<file path="config.mk">
export PLATFORM = sky130hd
export DESIGN_NAME = pc_unit
export DESIGN_NICKNAME = d
export VERILOG_FILES = /design/src/rtl/pc_unit.sv
export SDC_FILE = /design/constraint.sdc
export NUM_CORES = 1
export LEC_CHECK = 0
export BUFFER_PORTS_ARGS = -buffer_cell sky130_fd_sc_hd__buf_2
export CORE_MARGIN = 1
export CORE_UTILIZATION = 57
export CTS_CLUSTER_SIZE = 12
export DETAILED_ROUTE_END_ITERATION = 12
export PLACE_DENSITY = 0.78
export RECOVER_POWER = 100
export SYNTH_ARGS = -nofsm -noshare
export SYNTH_HDL_FRONTEND = slang
export SYNTH_SLANG_ARGS = --single-unit
</file>
<file path="constraint.sdc">
create_clock -name clk -period 3.2 [get_ports clk]
set_clock_uncertainty 0.05 [all_clocks]
set_input_delay 0.64 -clock clk [delete_from_list [all_inputs] [get_ports clk]]
set_output_delay 0.64 -clock clk [all_outputs]
set_load 0.1 [all_outputs]
</file>
<file path="src/rtl/pc_unit.sv">
// Fetch program counter for the DLX IF stage: sequential step, prioritised
// exception/branch redirect, stall hold and a circular return-address stack.
module pc_unit #(
  parameter int                WIDTH     = 32,
  parameter logic [WIDTH-1:0]  RESET_PC  = 32'h00400000,
  parameter logic [WIDTH-1:0]  EXC_PC    = 32'h80000180,
  parameter int                INC       = 4,
  parameter int                RAS_DEPTH = 4
) (
  input  logic             clk,
  input  logic             reset,
  input  logic             stall,
  input  logic             exc,
  input  logic             Branch,
  input  logic [WIDTH-1:0] BranchPC,
  input  logic             call,
  input  logic [WIDTH-1:0] ret_addr,
  input  logic             ret,
  output logic [WIDTH-1:0] PC,
  output logic             ras_empty,
  output logic             ras_full,
  output logic             ret_miss
);

  localparam int              PTR_W   = (RAS_DEPTH > 1) ? $clog2(RAS_DEPTH) : 1;
  localparam int              CNT_W   = $clog2(RAS_DEPTH + 1);
  localparam logic [CNT_W-1:0] CNT_MAX = CNT_W'(RAS_DEPTH);

  logic [WIDTH-1:0] rasMem [RAS_DEPTH];
  logic [PTR_W-1:0] topPtr;
  logic [PTR_W-1:0] pushPtr;
  logic [CNT_W-1:0] count;
  logic [WIDTH-1:0] seqPC;
  logic             retLive;
  logic             doPush;
  logic             doPop;
  logic             doMiss;

  assign seqPC   = PC + WIDTH'(INC);
  assign pushPtr = topPtr + PTR_W'(1);

  // A ret only acts when no higher-priority redirect claims the cycle.
  assign retLive = ret && !exc && !Branch && !stall;
  assign doPush  = !exc && Branch && call;
  assign doPop   = retLive && (count != '0);
  assign doMiss  = retLive && (count == '0);

  assign ras_empty = (count == '0);
  assign ras_full  = (count == CNT_MAX);

  always_ff @(posedge clk) begin
    if (reset) begin
      PC       <= RESET_PC;
      count    <= '0;
      topPtr   <= '0;
      ret_miss <= 1'b0;
    end else begin
      ret_miss <= doMiss;
      if (exc) begin
        PC    <= EXC_PC;
        count <= '0;
      end else if (Branch) begin
        PC <= BranchPC;
        if (call) begin
          topPtr <= pushPtr;
          if (count != CNT_MAX) count <= count + CNT_W'(1);
        end
      end else if (doPop) begin
        PC     <= rasMem[topPtr];
        topPtr <= topPtr - PTR_W'(1);
        count  <= count - CNT_W'(1);
      end else if (!stall) begin
        PC <= seqPC;
      end
    end
  end

  // Push on a full stack lands on the oldest slot, so overwrite is implicit.
  always_ff @(posedge clk) begin
    if (!reset && doPush) rasMem[pushPtr] <= ret_addr;
  end

endmodule
</file>
==> results of run 1 <==
[logic make-up after synthesis]
kind of cell | count (synthesis) | share of synthesized area [%]
flops | 168 | 63.7
simple gates | 141 | 10.1
compound gates | 96 | 9.24
mux | 40 | 11.0
buf+inv | 35 | 2.28
xor+xnor | 21 | 2.52
fa+ha+maj | 6 | 1.13
[flip-flops by register name, summed over array words and instances (netlist names), named ones only]
signal / flops
PC: 30
count: 3
rasMem: 128
ret_miss: 1
topPtr: 2
[cells in the mapped netlist (all sizes together) (3+ instances only)]
cell    number  area, µm²
dfxtp       40        801
mux2i        7       70.1
edfxtp     128       3840
and4         3       26.3
ha           5       62.6
buf         11       76.3
o31ai        3       27.5
clkbuf      18       67.6
a211oi       7       52.6
o221ai       7       61.3
o22ai       11       68.8
a311oi       3       26.3
a222oi       3       30.0
xnor2       10       87.6
a31oi        3       18.8
mux4        32        721
nand4       14       93.8
nand2       27        101
and2         6       37.5
inv          6       22.5
nor2        37        139
nor3        13       80.1
xor2        11       96.3
and3         8       50.1
a21oi       19        103
o21ai       16       80.1
a221oi       3       26.3
nand3       19       95.1
[critical path: stages, from the launching register on]
cell	delay, ns
dfxtp_1	0.39
nor3b_2	0.23
clkbuf_1	0.89
[cell type report]
type	instances	area (µm²)	area share [%]
clock buffers	17	425	5.03
flip-flops and latches	168	4650	54.9
repair buffers	118	537	6.34
multi-input cells	304	2460	29.1
inverters	6	22.5	0.266
well taps	168	210	2.48
clock inverters	15	159	1.88
[per-stage QoR]
stage	std cells	hold WS (ns)
6_report	796	0.411
5_1_grt	796	0.403
4_1_cts	796	0.365
3_5_place_dp	764	0.440
3_3_place_gp	764	0.444
2_1_floorplan	507	0.452
[path summary, 6_finish.rpt]
| path | end | slack [ns] | cells past startpoint |
|---|---|---|---|
| worst max-delay path | ras_full | 0.58 | 2 |
| worst min-delay path | ret_miss | 0.41 | 2 |
| worst max register to register | PC[30] | 0.96 | 6 |
| worst min register to register | register | 0.46 | 2 |
[power groups by stage]
stage          clock [µW]  sequential (µW)  combinational, µW
3_5_place_dp            0             2470                475
3_3_place_gp            0             2470                465
6_report             2020             2430                465
4_1_cts              2050             2420                479
5_1_grt              2130             2430                490
2_1_floorplan           0             2600                195
[per-layer routing]
metal	wire length, µm	vias up	global-route usage (%)
li1	-	2230	-
met4	439	0	10.9
met1	7130	2430	36.9
met2	8450	263	44.3
met5	0	-	0
met3	1470	34	7.70
==> impl_metrics.yaml, run 1 <==
floorplanning:
  die_h_um: 115
  chipWidth_um: 115
  die_area_um2: 13200
  coreArea_um2: 12200
  boundaryPins: 106
  rows: 40
  initial_core_util_pct: 59.7
route:
  postRouteAntennaNets: 0
  wl_um: 17500
  drt-vias-per-instance: 6.23
  wl_per_cell_um: 22.0
  drtIter0Drc: 619
  vias: 4957
  route.detailed.drc: 0
  drtPass1Iterations: 5
setup_path:
  cp-startpoint: "count[2]"
  r2r-start: "PC[2]"
  cp_max_fo: 3
  critPathLaunchType: "register"
  crit_type: "reg -> out"
  crit_required_ns: 2.51
  end_kind: "output pin"
  arrival_ns: 1.93
sta:
  finalWorstSetupSlack_ns: 0.581
  fmax_ghz: 0.382
  tns_ns: 0
  worstMarginPinSlew_ns: 1.25
  timing.final.crit_share_pct: 81.9
  setup_viol_count_final: 0
  slew_headroom_pct: 16.9
  finalHoldViolations: 0
  fin_crit_ns: 2.62
  drv_slew: 0
  rsz0062_at_grt: "false"
layout:
  fillers: 885
  nNetsFinal: 692
  syn2layout_area_growth_pct: 16.1
  mostFrequentLayoutCell: "edfxtp_1"
  layout-drive-gt1-share_pct: 19.1
  utilization_pct: 69.3
  fin_area_um2: 8460
  final_cell_mix: "128 x edfxtp_1, 69 x clkbuf_1, 39 x dfxtp_1, 37 x nor2_1, 37 x buf_2"
  n_antenna_cell: 0
power:
  p_sw_uw: 1190
  total_power_uw: 4910
  switching_share_pct: 24.1
  power_frac_seq_pct: 49.4
  pwr_density_cell_nw_per_um2: 581
  ir_drop_mv: 0.510
  internal-power_uw: 3730
  comb_power_share_pct: 9.5
  p_leak_uw: 0.00275
  power.share.clock_pct: 41.2
cts:
  cts_root_buffer: "clkbuf_16"
  postCtsSetupRepairBufs: 0
  clock_sinks: 168
  path_clk_slew_ns: 0.06
  h-tree-depth: 4
  cts_buffers: 17
  cts.path.max_buffers: 2
  clk_latency_ns: 0.43
  cts_hold_buf: 0
  ctsResizeCount: 0
  cts_tree: "built"
place:
  dpl.hpwl_um: 11800
  routabilityCongestion: 0.904
  io_buffers: 105
  postPlaceCellArea_um2: 8000
  dp_slack_ns: 0.736
global_routing:
  grt_pass1_wl_um: 26300
  gr-total-overflow: 0
  grt_usage_pct: 27.9
  grt_max_degree: 33
  grt_pass1_vias: 4876
  antenna_found_initial: 0
synthesis:
  avgSynthCellArea_um2: 14.4
  synth_edf_count: 128
  synth_ff_type: "edfxtp_1"
  syn_nets: 584
  synth_area_um2: 7290
  synth_cells: 507
  ys_warn_count: 0
  synth.ff_latch_count: 168
  ys_seq_area_share_pct: 63.7
  synth_cell_types: 62
  ys_async_sr_fraction_pct: 0
hold_path:
  hold_class: "in -> reg"
  hp-start: "ret"
flow_run:
  maxCapViolCount: 0
outcome:
  status: "completed"
(Power assumes the default switching activity.)
==> inputs of run 2 (changes only) <==
clock period = 2.5 ns   (was 3.2 ns; I/O delays follow)
==> impl_metrics.yaml, run 2 (same netlist as run 1, synthesis figures left out) <==
cts:
  clock_sinks: 168
  h-tree-depth: 4
  postCtsSetupRepairBufs: 0
  path_clk_slew_ns: 0.06
  cts.path.max_buffers: 2
  clk_latency_ns: 0.43
  cts_tree: "built"
  ctsResizeCount: 0
  cts_root_buffer: "clkbuf_16"
  cts_buffers: 17
  cts_hold_buf: 0
outcome:
  status: "completed"
setup_path:
  crit_required_ns: 1.95
  r2r-start: "PC[4]"
  reg2reg_to: "PC[30]"
  cp_max_fo: 7
  cp_slowest_cell: "clkbuf_1"
  crit_chain: "clkbuf_1"
  crit_buf_inv: 1
  critical_path.top_delay_family: "buffers and inverters"
  crit_type: "reg -> out"
  arrival_ns: 1.70
  critPathLaunchType: "register"
  end_kind: "output pin"
  reg2reg_setup_slack_ns: 0.28
  cpPeakStageDelay_ns: 0.89
  rr_worst_depth: 5
route:
  wl_um: 17500
  drtPass1Iterations: 6
  drt-vias-per-instance: 6.25
  postRouteAntennaNets: 0
  wl_per_cell_um: 21.7
  drtIter0Drc: 565
  vias: 5051
  route.detailed.drc: 0
hold_path:
  hold_class: "in -> reg"
  hp-start: "ret_addr[22]"
  min_path_cells: 1
  min_to: "rasMem[3][22]"
power:
  pwr_density_cell_nw_per_um2: 716
  total_power_uw: 6130
  p_leak_uw: 0.00287
  ir_drop_mv: 0.505
floorplanning:
  boundaryPins: 106
  chipWidth_um: 115
  coreArea_um2: 12200
  rows: 40
  die_h_um: 115
  die_area_um2: 13200
  initial_core_util_pct: 59.7
sta:
  tns_ns: 0
  drv_slew: 0
  worstMarginPinSlew_ns: 1.18
  setup_viol_count_final: 0
  timing.final.crit_share_pct: 90.2
  slew_headroom_pct: 21.5
  finalHoldViolations: 0
  fin_crit_ns: 2.25
  rsz0062_at_grt: "false"
  fmax_ghz: 0.444
global_routing:
  grt_usage_pct: 28.0
  antenna_found_initial: 0
  grt_pass1_vias: 4879
  grt_pass1_wl_um: 26600
  grt_max_degree: 33
  gr-total-overflow: 0
layout:
  reg_top3: "rasMem (128), PC (30), count (3)"
  largest_register_ffs: 128
  top_register: "rasMem"
  syn2layout_area_growth_pct: 17.4
  fillers: 873
  final_cell_mix: "128 x edfxtp_1, 49 x clkbuf_1, 37 x nor2_1, 37 x buf_2, 34 x dfxtp_1"
  nNetsFinal: 704
  layout-drive-gt1-share_pct: 25.5
  n_antenna_cell: 0
  mostFrequentLayoutCell: "edfxtp_1"
place:
  io_buffers: 105
  routabilityCongestion: 0.920
  dpl.hpwl_um: 12000
flow_run:
  maxCapViolCount: 0
[run 2: power by group]
part	switching, µW	leakage (µW)	total (µW)	internal [µW]
Combinational	427	0.00113	614	187
Sequential	58.5	0.00148	3110	3050
Clock	1020	0.000255	2410	1390
[run 2: layer usage]
metal,track usage [%],wire length (µm)
met5,0,0
met4,12.0,469
met3,5.38,1500
met2,44.0,8380
met1,38.6,7170
[run 2: final cells by class]
type	count	area (µm²)	share of cell area, %
clock buffer	23	458	5.35
clock inverter	9	80.1	0.936
inverter	6	22.5	0.263
multi-input combinational	304	2480	29.0
sequential	168	4650	54.4
tap	168	210	2.46
timing repair buffer	130	651	7.61
[run 2: worst max-delay path by stage]
stage          startpoint  slack (ns)        end  cells past startpoint
5_1_grt             PC[4]        0.17     PC[23]                      5
3_5_place_dp       Branch        0.35      PC[5]                      5
3_3_place_gp       Branch        0.40      PC[5]                      5
4_1_cts          count[0]        0.32  ras_empty                      2
6_report            PC[5]        0.25      PC[5]                      1
2_1_floorplan    count[2]       -0.02   count[2]                      5
[run 2: metrics by stage]
stage                     cell area [µm²]  std cells  utilization (%)  hold WS [ns]  setup WS, ns
after floorplan                      7310        507                -         0.473       -0.0230
after global placement               8150        776             66.7         0.446         0.404
after detailed placement             8150        776             66.7         0.455         0.347
after CTS                            8690        808             71.1         0.222         0.317
after global routing                 8550        808             70.0         0.280         0.169
final                                8550        808             70.0         0.271         0.245
==> inputs of run 3 (changes only) <==
REMOVE_ABC_BUFFERS = 1   (was not set)
SLEW_MARGIN = 20   (was not set)
==> impl_metrics.yaml, run 3 (same netlist as run 1, synthesis figures left out) <==
cts:
  h-tree-depth: 4
  path_clk_slew_ns: 0.06
  clock_sinks: 168
  postCtsSetupRepairBufs: 0
  cts_root_buffer: "clkbuf_16"
  cts_hold_buf: 0
  clk_latency_ns: 0.43
  cts_tree: "built"
  cts_buffers: 17
  ctsResizeCount: 0
  cts.path.max_buffers: 2
place:
  dpl.hpwl_um: 11900
  postPlaceCellArea_um2: 8120
  io_buffers: 105
  routabilityCongestion: 0.912
sta:
  worstMarginPinSlew_ns: 1.16
  setup_viol_count_final: 0
  timing.final.crit_share_pct: 94.2
  fin_crit_ns: 2.35
  rsz0062_at_grt: "false"
  slew_headroom_pct: 22.7
  hold_ws_ns: 0.275
  finalHoldViolations: 0
  drv_slew: 0
  fmax_ghz: 0.425
global_routing:
  grt_max_degree: 37
  grt_pass1_vias: 5027
  grt_pass1_wl_um: 27500
  gr-total-overflow: 0
  grt_usage_pct: 28.9
  antenna_found_initial: 0
setup_path:
  crit_buf_inv: 1
  crit_required_ns: 1.95
  cpPeakStageDelay_ns: 0.55
  crit_type: "reg -> out"
  crit_chain: "nor3_2 > clkbuf_2"
  critical_path.top_delay_family: "buffers and inverters"
  reg2reg_setup_slack_ns: 0.34
  cp_slowest_cell: "clkbuf_2"
  end_kind: "output pin"
  cp_max_fo: 7
  critPathLaunchType: "register"
  arrival_ns: 1.80
floorplanning:
  die_area_um2: 13200
  chipWidth_um: 115
  boundaryPins: 106
  coreArea_um2: 12200
  die_h_um: 115
  initial_core_util_pct: 59.7
  rows: 40
layout:
  reg_top3: "rasMem (128), PC (30), count (3)"
  largest_register_ffs: 128
  utilization_pct: 70.4
  mostFrequentLayoutCell: "edfxtp_1"
  nNetsFinal: 704
  final_cell_mix: "128 x edfxtp_1, 40 x clkbuf_1, 39 x dfxtp_1, 37 x nor2_1, 37 x buf_2"
  fin_area_um2: 8600
  n_antenna_cell: 0
  top_register: "rasMem"
  syn2layout_area_growth_pct: 18.0
  layout-drive-gt1-share_pct: 25.5
route:
  drt-vias-per-instance: 6.23
  wl_met1_um: 7220
  wl_um: 17800
  wl_met2_um: 8680
  drtIter0Drc: 590
  met3_length_um: 1380
  vias: 5024
  topRoutingLayerUsed: "met4"
  route.detailed.drc: 0
  wl_per_cell_um: 22.0
  drtPass1Iterations: 5
  postRouteAntennaNets: 0
flow_run:
  maxCapViolCount: 0
power:
  p_leak_uw: 0.00292
  pwr_density_cell_nw_per_um2: 745
  total_power_uw: 6410
  ir_drop_mv: 0.631
hold_path:
  hold_class: "in -> reg"
outcome:
  status: "completed"
[run 3: stage by stage]
step	TNS [ns]	worst slack [ns]	instances
after floorplan	-17.68	-1.18	478
after global placement	0	0.336	776
after detailed placement	0	0.285	776
after CTS	0	0.145	807
after global routing	0	0.0971	807
final	0	0.145	807
[run 3: worst paths after layout]
| kind | depth (start not counted) | to | from |
|---|---|---|---|
| max | 2 | ras_empty | count[0] |
| min | 1 | rasMem[1][5] | ret_addr[5] |
| max reg2reg | 5 | PC[14] | count[0] |
| min reg2reg | 2 | register | register |
[run 3: final cells by class]
cell class	instances	area [µm²]
flip-flops and latches	168	4650
fillers	841	3610
repair buffers	130	652
clock buffers	18	429
clock inverters	13	180
multi-input cells	304	2460
well taps	168	210
inverters	6	22.5
[run 3: where the power goes]
| part | leakage [µW] | switching (µW) | internal (µW) |
|---|---|---|---|
| Clock | 0.000295 | 1040 | 1660 |
| Sequential | 0.00148 | 57.7 | 3050 |
| Combinational | 0.00114 | 423 | 181 |
| Total | 0.00292 | 1520 | 4890 |
[run 3: metal layers]
layer | track usage, % | vias to the layer above
li1 | - | 2252
met1 | 37.5 | 2468
met2 | 46.0 | 259
met3 | 7.38 | 45
met4 | 13.7 | 0
met5 | 0 | -
